==> config.mk <==
export PLATFORM = sky130hd
export DESIGN_NAME = class_argmax
export DESIGN_NICKNAME = d
export VERILOG_FILES = /design/src/rtl/cnn_pkg.sv /design/src/rtl/class_argmax.sv
export SDC_FILE = /design/constraint.sdc
export NUM_CORES = 1
export LEC_CHECK = 0
export CORE_MARGIN = 4
export CORE_UTILIZATION = 58
export DETAILED_ROUTE_END_ITERATION = 16
export GPL_TIMING_DRIVEN = 0
export PLACE_DENSITY = 0.81
export SYNTH_ARGS = -nofsm -noshare
export SYNTH_HDL_FRONTEND = slang
export SYNTH_SLANG_ARGS = --single-unit
==> constraint.sdc <==
create_clock -name clk -period 7.2 [get_ports clk]
set_input_delay 1.44 -clock clk [delete_from_list [all_inputs] [get_ports clk]]
set_output_delay 1.44 -clock clk [all_outputs]
set_load 0.005 [all_outputs]
==> src/rtl/cnn_pkg.sv <==
`default_nettype none
// ============================================================================
//  Package    : cnn_pkg
//  Description: Shared defaults and types for the CNN classifier back end.
//               Holds the score width, the class count and the argmax
//               state encoding.
//  Revision   : 1.0 - initial release
// ============================================================================
package cnn_pkg;

  localparam int CNN_DATA_WIDTH  = 32;  // width of one signed class score
  localparam int CNN_CLASSES_QNT = 10;  // beats (classes) per frame

  typedef enum logic [1:0] {
    IDLE  = 2'd0,  // waiting for a start-of-frame beat
    ACCUM = 2'd1,  // collecting class scores
    HOLD  = 2'd2   // presenting the result until downstream takes it
  } state_t;

endpackage
`default_nettype wire

==> src/rtl/class_argmax.sv <==
`default_nettype none
// ============================================================================
//  Module     : class_argmax
//  Description: Streams CLASSES_QNT signed scores per frame and reports the
//               index of the largest score, the score itself, the gap to the
//               second-best score and a malformed-frame flag.
//  Revision   : 1.0 - initial release
//
//  Ports
//    clk      in   clock
//    rst      in   asynchronous active-high reset
//    clk_en   in   clock enable; 0 freezes every register
//    i_data   in   signed score beat
//    i_valid  in   beat valid
//    i_sop    in   first beat of frame
//    i_eop    in   last beat of frame
//    o_ready  out  block accepts a beat this cycle (0 while a result is held)
//    o_class  out  index of the maximum score
//    o_score  out  maximum score (signed)
//    o_margin out  best minus second-best, unsigned, saturated
//    o_err    out  malformed frame flag
//    o_valid  out  result valid
//    i_ready  in   downstream accepts the result
// ============================================================================
module class_argmax
  import cnn_pkg::*;
#(
  parameter int DATA_WIDTH  = CNN_DATA_WIDTH,
  parameter int CLASSES_QNT = CNN_CLASSES_QNT,
  localparam int IDX_WIDTH  = $clog2(CLASSES_QNT)
) (
  input  logic                  clk,
  input  logic                  rst,
  input  logic                  clk_en,
  input  logic [DATA_WIDTH-1:0] i_data,
  input  logic                  i_valid,
  input  logic                  i_sop,
  input  logic                  i_eop,
  output logic                  o_ready,
  output logic [IDX_WIDTH-1:0]  o_class,
  output logic [DATA_WIDTH-1:0] o_score,
  output logic [DATA_WIDTH-1:0] o_margin,
  output logic                  o_err,
  output logic                  o_valid,
  input  logic                  i_ready
);

  // Counter must hold CLASSES_QNT itself; it saturates there.
  localparam int CNT_WIDTH = $clog2(CLASSES_QNT + 1);
  localparam logic [CNT_WIDTH-1:0]         CNT_FULL  = CNT_WIDTH'(CLASSES_QNT);
  localparam logic [CNT_WIDTH-1:0]         CNT_ONE   = CNT_WIDTH'(1);
  localparam logic signed [DATA_WIDTH-1:0] SCORE_MIN = {1'b1, {(DATA_WIDTH-1){1'b0}}};

  state_t                         state_q, state_d;
  logic [CNT_WIDTH-1:0]           cnt_q, cnt_d;
  logic signed [DATA_WIDTH-1:0]   best_q, best_d;
  logic signed [DATA_WIDTH-1:0]   second_q, second_d;
  logic [IDX_WIDTH-1:0]           cls_q, cls_d;
  logic                           has2_q, has2_d;   // a second score has been seen
  logic                           err_q, err_d;
  logic                           valid_q, valid_d;
  logic                           ready_q, ready_d;
  logic [IDX_WIDTH-1:0]           oclass_q, oclass_d;
  logic [DATA_WIDTH-1:0]          oscore_q, oscore_d;
  logic [DATA_WIDTH-1:0]          omargin_q, omargin_d;
  logic                           oerr_q, oerr_d;

  logic                           accept;
  logic                           finish;
  logic signed [DATA_WIDTH-1:0]   din;
  logic [DATA_WIDTH:0]            diff;
  logic [DATA_WIDTH-1:0]          margin;

  always_comb begin
    state_d   = state_q;
    cnt_d     = cnt_q;
    best_d    = best_q;
    second_d  = second_q;
    cls_d     = cls_q;
    has2_d    = has2_q;
    err_d     = err_q;
    valid_d   = valid_q;
    ready_d   = ready_q;
    oclass_d  = oclass_q;
    oscore_d  = oscore_q;
    omargin_d = omargin_q;
    oerr_d    = oerr_q;
    finish    = 1'b0;
    din       = $signed(i_data);
    accept    = i_valid & ready_q & clk_en;

    case (state_q)
      IDLE: begin
        // Beats without sop are dropped here.
        if (accept && i_sop) begin
          best_d   = din;
          second_d = SCORE_MIN;
          cls_d    = '0;
          cnt_d    = CNT_ONE;
          has2_d   = 1'b0;
          err_d    = 1'b0;
          if (i_eop) finish = 1'b1;
          else       state_d = ACCUM;
        end
      end
      ACCUM: begin
        if (accept) begin
          if (i_sop) begin
            // Restart on a mid-frame sop, but remember the frame was broken.
            best_d   = din;
            second_d = SCORE_MIN;
            cls_d    = '0;
            cnt_d    = CNT_ONE;
            has2_d   = 1'b0;
            err_d    = 1'b1;
          end else if (cnt_q >= CNT_FULL) begin
            // Surplus beat: flag it, leave the ranking untouched.
            err_d = 1'b1;
          end else begin
            has2_d = 1'b1;
            cnt_d  = cnt_q + CNT_ONE;
            // Strict compare keeps the lower index on ties.
            if (din > best_q) begin
              second_d = best_q;
              best_d   = din;
              cls_d    = cnt_q[IDX_WIDTH-1:0];
            end else if (din > second_q) begin
              second_d = din;
            end
          end
          if (i_eop) finish = 1'b1;
        end
      end
      HOLD: begin
        if (valid_q && i_ready && clk_en) begin
          state_d = IDLE;
          valid_d = 1'b0;
          ready_d = 1'b1;
        end
      end
      default: state_d = IDLE;
    endcase

    // Margin at one extra bit; best >= second so the difference is
    // non-negative. A frame with no second score reports the full range.
    diff = {best_d[DATA_WIDTH-1], best_d} - {second_d[DATA_WIDTH-1], second_d};
    if (!has2_d || diff[DATA_WIDTH]) margin = '1;
    else                             margin = diff[DATA_WIDTH-1:0];

    if (finish) begin
      state_d   = HOLD;
      valid_d   = 1'b1;
      ready_d   = 1'b0;
      oclass_d  = cls_d;
      oscore_d  = best_d;
      omargin_d = margin;
      oerr_d    = err_d | (cnt_d != CNT_FULL);
    end
  end

  always_ff @(posedge clk or posedge rst) begin
    if (rst) begin
      state_q   <= IDLE;
      cnt_q     <= '0;
      best_q    <= '0;
      second_q  <= '0;
      cls_q     <= '0;
      has2_q    <= 1'b0;
      err_q     <= 1'b0;
      valid_q   <= 1'b0;
      ready_q   <= 1'b1;
      oclass_q  <= '0;
      oscore_q  <= '0;
      omargin_q <= '0;
      oerr_q    <= 1'b0;
    end else if (clk_en) begin
      state_q   <= state_d;
      cnt_q     <= cnt_d;
      best_q    <= best_d;
      second_q  <= second_d;
      cls_q     <= cls_d;
      has2_q    <= has2_d;
      err_q     <= err_d;
      valid_q   <= valid_d;
      ready_q   <= ready_d;
      oclass_q  <= oclass_d;
      oscore_q  <= oscore_d;
      omargin_q <= omargin_d;
      oerr_q    <= oerr_d;
    end
  end

  assign o_ready  = ready_q;
  assign o_valid  = valid_q;
  assign o_class  = oclass_q;
  assign o_score  = oscore_q;
  assign o_margin = omargin_q;
  assign o_err    = oerr_q;

endmodule
`default_nettype wire

==> results.sh, run 1 <==
export IMPL_die_y_um=141.4
export IMPL_netlist_instances=1034
export IMPL_power_leakage_nw=5.742
export IMPL_fmax_mhz=140.0
export IMPL_final_nets=1310
export IMPL_relSlewSlack_pct=23.68
export IMPL_antenna_found_initial=0
export IMPL_start_util_pct=59.50
export IMPL_power_density_nw_per_um2=141.9
export IMPL_fin_area_um2=12570
export IMPL_hold_path_class="flop to flop"
export IMPL_clkLatencyLatePin_ps=430
export IMPL_ys_flop_type="dfrtp_1"
export IMPL_critical_path_class="input port to flop"
export IMPL_seqPwrFrac_pct=46.3
export IMPL_clkPwrFrac_pct=45.4
export IMPL_num_vias=8913
export IMPL_endpoint_kind="flop"
export IMPL_pwr_share_comb_pct=8.3
export IMPL_place_congestion=0.9213
export IMPL_slew_viol_final=0
export IMPL_syn_area_um2=10330
export IMPL_path_cells="clkdlybuf4s50_1 > ha_1 > nand4_1 > nor4_4 > o21ai_1 > a31oi_2 > o211a_4 > clkbuf_1 > o21ai_0 > a21o_1 > o211a_1 > fa_1 > a21oi_2 > o211ai_1 > a21oi_2 > o211ai_1 > nand2b_1 > a311oi_2 > o31a_1 > o21ai_4 > buf_12 > buf_2 > o22a_1"
export IMPL_synth_edf_count=0
export IMPL_placed_cell_area_um2=11720
export IMPL_min_period_ps=7141
export IMPL_cts_buffers=17
export IMPL_viasPerCell=6.330
export IMPL_antennaDiodeCount=0
export IMPL_slowest_stage="clkdlybuf4s50_1"
export IMPL_detail_route_antenna_nets=0
export IMPL_drv_cap=0
export IMPL_synth_top_area_share_pct=35.38
export IMPL_outcome="completed"
export IMPL_wl_um=28000
export IMPL_clk_path_buf_depth=2
export IMPL_dp_cells=1368
export IMPL_postLayoutCoreUtil_pct=72.44
export IMPL_syn_to_final_growth_pct=21.75
export IMPL_drt_iter0_drc=875
export IMPL_fin_crit_sh_pct=99.17
export IMPL_layoutNonFillerInstCount=1408
export IMPL_postSynthAreaPerCell_um2=9.988
export IMPL_worst_pin_slew_ps=1141
export IMPL_grt_usage_pct=27.72
export IMPL_final_layout_size_suffix_gt1_share_pct=16.15
export IMPL_ir_drop_mv=0.1518
export IMPL_switchingPower_w=0.0004347
export IMPL_switching_share_pct=24.36
export IMPL_grt_ovfl_total=0
export IMPL_die_area_um2=20010
export IMPL_cpPeakStageDelay_ps=530
export IMPL_fp_coreArea_um2=17360
export IMPL_synthArstFlopShare_pct=100.0
export IMPL_ctsHtreeMaxLevel=4
export IMPL_yosysUniqueCellTypes=63
export IMPL_arrival_ps=7510
export IMPL_synth_seq_cells=147
export IMPL_whs_path_depth=2
export IMPL_ff2ff_path_depth=26
export IMPL_intPower_w=0.001349
export IMPL_yosysWarnings=0
export IMPL_tritoncts="built"
export IMPL_dp_hpwl_um=20200
export IMPL_clockRootBuffer="clkbuf_16"
export IMPL_setup_viol=0
export IMPL_yosysSeqAreaShare_pct=35.63
export IMPL_io_pins=110
export IMPL_nFillCells=1303
export IMPL_clk_pin_slew_ps=60
export IMPL_grt_first_pass_wirelength_um=44780
export IMPL_grt_start_max_net_pins=92
export IMPL_clock_sinks=147
export IMPL_die_width_um=141.4
export IMPL_finalHoldViolCount=0
export IMPL_port_buffers=108
export IMPL_fp_row_count=48
export IMPL_crit_path_start_kind="input port"
export IMPL_synth_top_cell_by_area="dfrtp_1"
export IMPL_worstPathMaxFanout=10
export IMPL_drt_first_pass_iters=5
export IMPL_setup_tns_ps=0
export IMPL_synth_area_leaders="dfrtp_1 35%, ha_1 12%, mux2_2 7.6%"
export IMPL_synth_net_count=1172
export IMPL_drc=0
export IMPL_skew_ps=11.39
export IMPL_first_global_vias=8750
export IMPL_required_ps=7570
export IMPL_wl_per_cell_um=19.89
metal layers:
layer / part of all wire [%] / global-route usage, % / vias to the layer above
met3: 6.2 / 4.820 / 51
li1: - / - / 4153
met4: 2.2 / 9.545 / 0
met1: 45 / 38.33 / 4372
met5: 0 / 0 / -
met2: 47 / 44.32 / 337
kinds of logic after synthesis:
family | count (synthesis) | share of synthesized area (%)
AND/OR/NAND/NOR | 172 | 7.924
XOR/XNOR | 28 | 2.375
buffers and inverters | 122 | 4.870
AO/OA/AOI/OAI | 367 | 25.48
flip-flops | 147 | 35.63
multiplexers | 99 | 11.66
adder cells (fa/ha/maj) | 99 | 12.07
area by class of cell:
cell class	instances	area, um^2	area share, %
Tap cell	225	281.5	2.239
Inverter	80	305.3	2.428
Clock inverter	6	58.81	0.4677
Timing Repair Buffer	121	1222	9.722
Sequential cell	147	3680	29.27
Clock buffer	24	451.7	3.592
Buffer	40	252.7	2.010
Multi-Input combinational cell	765	6321	50.27
power by group through the flow:
stage | Clock, W | Sequential, W | Combinational, W
after CTS | 0.000815 | 0.000826 | 0.000142
after floorplan | 0 | 0.000841 | 0.0000752
after global placement | 0 | 0.000842 | 0.000135
after detailed placement | 0 | 0.000841 | 0.000140
after global routing | 0.000857 | 0.000826 | 0.000164
final | 0.000810 | 0.000826 | 0.000148
through the flow:
| stage | hold WS (ps) | total power, W | worst slack [ps] |
|---|---|---|---|
| 6_report | 483.2 | 0.001784 | 59.46 |
| 5_1_grt | 511.5 | 0.001847 | -89.82 |
| 4_1_cts | 483.9 | 0.001783 | 8.331 |
| 3_5_place_dp | 470.0 | 0.0009808 | -1852 |
| 3_3_place_gp | 462.5 | 0.0009766 | -1705 |
| 2_1_floorplan | 435.2 | 0.0009166 | 650.2 |
final timing paths:
kind | slack (ps) | end | startpoint
worst max-delay path | 60 | o_margin[17]$_DFFE_PP0P_ | i_data[15]
min in group asynchronous | 1450 | o_score[0]$_DFFE_PP0P_ | rst
worst min register to register | 480 | has2_q$_DFFE_PP0P_ | has2_q$_DFFE_PP0P_
max in group asynchronous | 4880 | second_q[11]$_DFFE_PP0P_ | rst
worst max register to register | 800 | o_margin[17]$_DFFE_PP0P_ | best_q[25]$_DFFE_PP0P_
worst min-delay path | 480 | has2_q$_DFFE_PP0P_ | has2_q$_DFFE_PP0P_
flip-flops by register name, indices dropped and copies added, names as in the netlist:
| register | count |
|---|---|
| cls_q | 4 |
| o_ready | 1 |
| second_q | 32 |
| has2_q | 1 |
| o_valid | 1 |
| cnt_q | 4 |
| best_q | 32 |
| o_class | 4 |
| err_q | 1 |
| o_margin | 32 |
| o_score | 32 |
| o_err | 1 |
| state_q | 2 |
cell usage in the layout (no fill, tap or decap), types with 17 or more instances in the layout:
cell type,n
a21o_1,51
a21oi_1,42
clkbuf_1,24
clkbuf_16,17
clkdlybuf4s50_1,85
dfrtp_1,146
ha_1,94
inv_1,79
mux2_2,70
mux2_4,25
nand2_1,66
nor2_1,30
o211a_1,31
o211ai_1,39
o21a_1,22
o21ai_0,79
o22a_1,31
xnor2_1,21
synth_stat cells (all sizes together) (3+ instances only):
cell type,instances
o22ai,3
a21o,51
nand4,16
mux2,95
o31ai,4
xnor2,21
nor2b,6
nor2,32
or2,4
nand2,67
o21ai,85
inv,80
a31oi,7
o22a,31
dfrtp,146
a22o,3
o211a,32
mux2i,4
nand3,9
and4,3
a21oi,44
nor3,14
a2bb2oi,3
xor2,7
o21bai,3
nand2b,5
o21a,22
ha,98
a221o,16
a211oi,5
buf,17
and2,6
o211ai,40
a41oi,3
clkbuf,25
timing repair:
action	4_1_cts	5_1_grt
setup buffers	5	5
pin swaps	14	21
endpoints found under the setup margin	32	32
hold buffers	0	0
gates resized for setup	37	53
cloned	0	1
worst max-delay path, delay by kind of cell:
family                     cells  cell delay, ps
AOI/OAI and AO/OA             14            3090
adders and majority gates      2             850
and+or+nand+nor                3             760
buffers and inverters          4            1340
No activity file was read; power rests on OpenSTA's default activity.
==> run 2, diff against run 1 <==
--- a/config.mk
+++ b/config.mk
@@ -6,7 +6,7 @@
 export NUM_CORES = 1
 export LEC_CHECK = 0
 export CORE_MARGIN = 4
-export CORE_UTILIZATION = 58
+export CORE_UTILIZATION = 50
 export DETAILED_ROUTE_END_ITERATION = 16
 export GPL_TIMING_DRIVEN = 0
 export PLACE_DENSITY = 0.81
==> run 2 against run 1 <==
Non-clock buffer count shrank 1; clock power up 17%; clock-buffer cell count decreased by 6; critical path depth grew 4; hold slack improved by 5.5 ps; combinational power hardly changed.
==> results.sh, run 2 (synthesis results as in run 1) <==
export IMPL_clk_path_buf_depth=2
export IMPL_nFillCells=1648
export IMPL_grt_ovfl_total=0
export IMPL_dp_hpwl_um=20570
export IMPL_power_density_nw_per_um2=151.5
export IMPL_antenna_found_initial=0
export IMPL_fin_ws_ps=223.5
export IMPL_syn_to_final_growth_pct=22.73
export IMPL_critPathBufInv=8
export IMPL_slowest_stage="clkdlybuf4s50_1"
export IMPL_cpPeakStageDelay_ps=580
export IMPL_met2_usage_pct=39.58
export IMPL_relSlewSlack_pct=5.876
export IMPL_fp_coreArea_um2=20300
export IMPL_viasPerCell=6.181
export IMPL_grt_usage_pct=24.88
export IMPL_hold_path_class="flop to flop"
export IMPL_clk_pin_slew_ps=70
export IMPL_grt_first_pass_wirelength_um=45280
export IMPL_drv_cap=0
export IMPL_fmax_mhz=143.3
export IMPL_io_pins=110
export IMPL_grt_start_max_net_pins=91
export IMPL_fin_area_um2=12670
export IMPL_use_met1_pct=33.54
export IMPL_fin_crit_sh_pct=96.90
export IMPL_clockRootBuffer="clkbuf_16"
export IMPL_clkLatencyLatePin_ps=440
export IMPL_drt_iter0_drc=731
export IMPL_mostFrequentLayoutCells="146 x dfrtp_1, 98 x clkdlybuf4s50_1, 96 x ha_1"
export IMPL_ctsHtreeMaxLevel=4
export IMPL_start_util_pct=50.88
export IMPL_pre_cts_slack_ps=-1927
export IMPL_wl_per_cell_um=19.70
export IMPL_ir_drop_mv=0.1730
export IMPL_drc=0
export IMPL_final_layout_size_suffix_gt1_share_pct=15.88
export IMPL_die_width_um=151.7
export IMPL_die_area_um2=23020
export IMPL_cts_buffers=17
export IMPL_slew_viol_final=0
export IMPL_path_delay_family="compound AO/OA/AOI/OAI gates"
export IMPL_wl_um=28650
export IMPL_layout_commonest_cell="dfrtp_1"
export IMPL_first_global_vias=8971
export IMPL_layoutNonFillerInstCount=1454
export IMPL_finalHoldViolCount=0
export IMPL_placed_cell_area_um2=11780
export IMPL_final_nets=1309
export IMPL_critical_path_class="input port to flop"
export IMPL_worstPathMaxFanout=10
export IMPL_tritoncts="built"
export IMPL_arrival_ps=7350
export IMPL_min_period_ps=6976
export IMPL_crit_path_start_kind="input port"
export IMPL_num_vias=8987
export IMPL_crit_top_cell="o211ai_1"
export IMPL_port_buffers=108
export IMPL_use_met3_pct=4.908
export IMPL_fp_row_count=52
export IMPL_power_leakage_nw=5.720
export IMPL_antennaDiodeCount=0
export IMPL_outcome="completed"
export IMPL_drt_first_pass_iters=6
export IMPL_required_ps=7570
export IMPL_die_y_um=151.7
export IMPL_dp_cells=1413
export IMPL_setup_viol=0
export IMPL_detail_route_antenna_nets=0
export IMPL_clock_sinks=147
export IMPL_skew_ps=7.989
export IMPL_place_congestion=0.9098
export IMPL_endpoint_kind="flop"
export IMPL_setup_tns_ps=0
export IMPL_worst_pin_slew_ps=1401
export IMPL_top_usage_layer="met2"
-- run 2: cell count changes in the layout (fill, tap and decap cells not counted), sizes merged, moves of 4 or more --
cell	before	now
clkinvlp	0	4
dlymetal6s2s	12	8
clkdlybuf4s50	85	98
clkbuf	54	42
dlygate4sd2	7	2
inv	80	84
-- run 2: worst register-to-register path, stage by stage, from the launching register on --
cell and delay (ps):
dfrtp_1 410, inv_1 70, ha_1 300, a21o_1 190, a221o_1 340, a221oi_2 280
o21ai_1 120, a211oi_2 260, mux2_4 370, buf_4 190, buf_2 210, a31oi_2 240
a2bb2oi_2 180, ha_1 190, inv_1 60, fa_1 410, a21oi_2 210, o211ai_1 200
a21oi_2 310, o211ai_1 130, buf_4 180, nand2b_4 90, a311oi_2 110, o31a_1 360
o21ai_4 160, buf_12 140, buf_8 140, o22a_1 150
-- run 2: final cells by class --
| cell class | instances | area [um^2] | area share, % |
|---|---|---|---|
| plain buffers | 41 | 250.2 | 1.974 |
| well taps | 270 | 337.8 | 2.665 |
| inverters | 80 | 305.3 | 2.409 |
| clock buffers | 18 | 439.2 | 3.465 |
| clock inverters | 14 | 177.7 | 1.402 |
| repair buffers | 119 | 1214 | 9.575 |
| flip-flops and latches | 147 | 3680 | 29.03 |
| multi-input cells | 765 | 6271 | 49.48 |
-- run 2: metal layers --
layer  up-vias  part of all wire (%)
met5         -                     0
met4         0                   3.0
met3        62                   6.4
met2       344                    46
met1      4424                    44
li1       4157                     -
-- run 2: report_power, final --
part           switching [W]  leakage (nW)  total, W  internal, W
clock network       0.000389         0.290  0.000948     0.000559
logic              0.0000922          3.38  0.000147    0.0000547
registers                  0          2.05  0.000826     0.000826
-- run 2: metrics by stage --
step | total power, W | utilization (%) | hold slack, ps
5_1_grt | 0.001978 | 62.44 | 498.2
6_report | 0.001920 | 62.44 | 488.6
3_3_place_gp | 0.0009759 | 57.86 | 464.8
3_5_place_dp | 0.0009819 | 58.03 | 476.2
2_1_floorplan | 0.0009166 | - | 435.2
4_1_cts | 0.001928 | 61.80 | 487.7
-- run 2: worst paths after layout --
| check | startpoint | to | slack, ps | cells after the start |
|---|---|---|---|---|
| setup / recovery | i_data[8] | o_margin[14]$_DFFE_PP0P_ | 220 | 27 |
| hold / removal | o_ready$_DFFE_PP1P_ | o_ready$_DFFE_PP1P_ | 490 | 2 |
| setup reg to reg | best_q[25]$_DFFE_PP0P_ | o_margin[14]$_DFFE_PP0P_ | 1140 | 27 |
| hold reg to reg | o_ready$_DFFE_PP1P_ | o_ready$_DFFE_PP1P_ | 490 | 2 |
| max in group asynchronous | rst | second_q[12]$_DFFE_PP0P_ | 4830 | 3 |
| min in group asynchronous | rst | o_class[3]$_DFFE_PP0P_ | 1570 | 2 |
-- run 2: what timing repair did --
item / in CTS / in global routing
pin swaps: 8 / 12
gates resized for setup: 31 / 23
gates cloned: 0 / 1
endpoints found under the setup margin: 32 / 32
setup buffers: 6 / 3
hold buffers: 0 / 0
==> run 3, diff against run 2 <==
--- a/config.mk
+++ b/config.mk
@@ -5,11 +5,14 @@
 export SDC_FILE = /design/constraint.sdc
 export NUM_CORES = 1
 export LEC_CHECK = 0
+export ABC_AREA = 1
 export CORE_MARGIN = 4
 export CORE_UTILIZATION = 50
 export DETAILED_ROUTE_END_ITERATION = 16
 export GPL_TIMING_DRIVEN = 0
-export PLACE_DENSITY = 0.81
+export PLACE_DENSITY = 0.8
+export SLEW_MARGIN = 20
 export SYNTH_ARGS = -nofsm -noshare
 export SYNTH_HDL_FRONTEND = slang
 export SYNTH_SLANG_ARGS = --single-unit
+export TNS_END_PERCENT = 5
==> run 3 against run 2 <==
Combinational power grew to 33 times the previous value; largest cell class unchanged; critical path type unchanged; clock power down 2.5%; cell count rose by 43%; highest routed layer unchanged; global-route usage is 4.3 points higher; non-clock buffer count grew 20; register-to-register slack better by 740 ps.
==> results.sh, run 3 <==
export IMPL_syn_to_final_growth_pct=17.70
export IMPL_die_width_um=162.6
export IMPL_synth_top_area_share_pct=30.56
export IMPL_finalHoldViolCount=0
export IMPL_yosysMostFrequentCell="nand2_1"
export IMPL_grt_first_pass_wirelength_um=62050
export IMPL_setup_tns_ps=0
export IMPL_nFillCells=2073
export IMPL_clockRootBuffer="clkbuf_16"
export IMPL_synth_area_leaders="dfrtp_1 31%, nand2_1 14%, ha_1 10%"
export IMPL_grt_ovfl_total=0
export IMPL_power_density_nw_per_um2=507.9
export IMPL_reg2reg_slack_ps=1880
export IMPL_drv_cap=0
export IMPL_outcome="completed"
export IMPL_placed_cell_area_um2=13480
export IMPL_ys_top_cells_by_count="450 x nand2_1, 146 x dfrtp_1, 137 x a21oi_1"
export IMPL_final_layout_size_suffix_gt1_share_pct=9.524
export IMPL_cts_hold_buffers=0
export IMPL_yosysSeqAreaShare_pct=30.78
export IMPL_power_leakage_nw=6.380
export IMPL_clock_sinks=147
export IMPL_ctsHtreeMaxLevel=4
export IMPL_first_global_vias=12133
export IMPL_io_pins=110
export IMPL_start_util_pct=50.93
export IMPL_crit_top_cell="nand2_1"
export IMPL_relSlewSlack_pct=44.66
export IMPL_required_ps=7510
export IMPL_endpoint_kind="flop"
export IMPL_ys_flop_type="dfrtp_1"
export IMPL_fmax_mhz=154.8
export IMPL_postSynthAreaPerCell_um2=7.370
export IMPL_fp_coreArea_um2=23470
export IMPL_worst_pin_slew_ps=830.2
export IMPL_layout_commonest_cell="nand2_1"
export IMPL_drc=0
export IMPL_fp_row_count=56
export IMPL_rsz0062_at_grt="no"
export IMPL_drt_first_pass_iters=7
export IMPL_tritoncts="built"
export IMPL_timing_hold_ws_ps=479.7
export IMPL_ir_drop_mv=0.2704
export IMPL_fin_crit_sh_pct=89.71
export IMPL_clk_path_buf_depth=2
export IMPL_die_area_um2=26450
export IMPL_drt_iter0_drc=1440
export IMPL_synth_top_cell_by_area="dfrtp_1"
export IMPL_min_period_ps=6459
export IMPL_grt_start_max_net_pins=78
export IMPL_antennaDiodeCount=0
export IMPL_dp_hpwl_um=28250
export IMPL_dp_cells=2051
export IMPL_yosysWarnings=0
export IMPL_worstPathMaxFanout=10
export IMPL_critical_path_class="input port to flop"
export IMPL_wl_per_cell_um=18.49
export IMPL_slowest_stage="clkdlybuf4s50_1"
export IMPL_cts_buffers=17
export IMPL_hold_path_class="flop to flop"
export IMPL_postCtsSetupRepairBufs=0
export IMPL_viasPerCell=5.976
export IMPL_total_power_w=0.007146
export IMPL_final_nets=1889
export IMPL_mostFrequentLayoutCells="450 x nand2_1, 146 x dfrtp_1, 137 x a21oi_1"
export IMPL_synth_edf_count=0
export IMPL_yosysUniqueCellTypes=50
export IMPL_path_delay_family="compound AO/OA/AOI/OAI gates"
export IMPL_die_y_um=162.6
export IMPL_netlist_instances=1622
export IMPL_wl_um=38510
export IMPL_setup_viol=0
export IMPL_critPathBufInv=3
export IMPL_antenna_found_initial=0
export IMPL_synthArstFlopShare_pct=100.0
export IMPL_clk_pin_slew_ps=60
export IMPL_slew_viol_final=0
export IMPL_place_congestion=0.9754
export IMPL_port_buffers=109
export IMPL_grt_usage_pct=29.19
export IMPL_synth_seq_cells=147
export IMPL_clkLatencyLatePin_ps=450
export IMPL_arrival_ps=6770
export IMPL_cpPeakStageDelay_ps=610
export IMPL_crit_path_start_kind="input port"
export IMPL_num_vias=12449
export IMPL_layoutNonFillerInstCount=2083
export IMPL_synth_net_count=1760
export IMPL_syn_area_um2=11950
export IMPL_fin_area_um2=14070
export IMPL_skew_ps=11.82
export IMPL_detail_route_antenna_nets=0
export IMPL_postCtsResizedCells=0
-- run 3: cell types whose count changed after synthesis, moves of 31 or more --
cell	before	now
o211a_1	32	0
a21o_1	51	7
mux2_2	70	0
a22oi_1	0	31
inv_1	80	135
a31oi_1	7	64
o211ai_1	39	4
nand2_1	66	450
a21oi_1	44	137
nor2_1	32	87
nand3_1	9	59
-- run 3: worst paths after layout --
kind / depth (start not counted) / to / from
min: 2 / o_score[12]$_DFFE_PP0P_ / o_score[12]$_DFFE_PP0P_
max reg2reg: 28 / o_margin[23]$_DFFE_PP0P_ / best_q[13]$_DFFE_PP0P_
min in group asynchronous: 2 / o_class[1]$_DFFE_PP0P_ / rst
min reg2reg: 2 / o_score[12]$_DFFE_PP0P_ / o_score[12]$_DFFE_PP0P_
max: 28 / o_margin[23]$_DFFE_PP0P_ / i_data[13]
max in group asynchronous: 3 / best_q[11]$_DFFE_PP0P_ / rst
-- run 3: layer usage --
layer	vias to the layer above	GRT usage, %	wire [um]
li1	5812	-	-
met5	-	0	0
met1	5826	39.02	16050
met2	684	46.21	17290
met3	127	5.467	3456
met4	0	13.34	1714
-- run 3: final cells by class --
class / count / area [um^2] / share of cell area, %
timing repair buffer: 110 / 1119 / 7.950
inverter: 141 / 536.8 / 3.815
clock inverter: 13 / 147.6 / 1.049
multi-input combinational: 1264 / 7367 / 52.36
tap: 319 / 399.1 / 2.837
clock buffer: 19 / 442.9 / 3.148
sequential: 147 / 3680 / 26.15
buffer: 70 / 377.9 / 2.686
-- run 3: cells by family after synthesis --
group	synth area share, %
flops	30.78
compound gates	24.46
fa+ha+maj	10.42
buf+inv	7.588
simple gates	24.76
xor+xnor	1.978
-- run 3: metrics by stage --
step | setup slack (ps) | util, %
floorplan | 1810 | -
global placement | -468.7 | 57.28
detailed placement | 542.0 | 57.43
CTS | 942.9 | 59.94
global route | 434.4 | 59.94
finish | 740.6 | 59.94
-- run 3: worst register-to-register path, delay by kind of cell, from the launching register on --
family	cells	cell delay [ps]
adder cells (fa/ha/maj)	2	550
buffers and inverters	3	460
AND/OR/NAND/NOR	11	1250
flip-flops	1	390
AO/OA/AOI/OAI	12	2540
-- run 3: power by group --
group / total [W] / switching [W] / internal (W)
sequential: 0.00136 / 0.000191 / 0.00117
combinational: 0.00486 / 0.00305 / 0.00182
clock: 0.000924 / 0.000399 / 0.000525
total: 0.00715 / 0.00363 / 0.00351
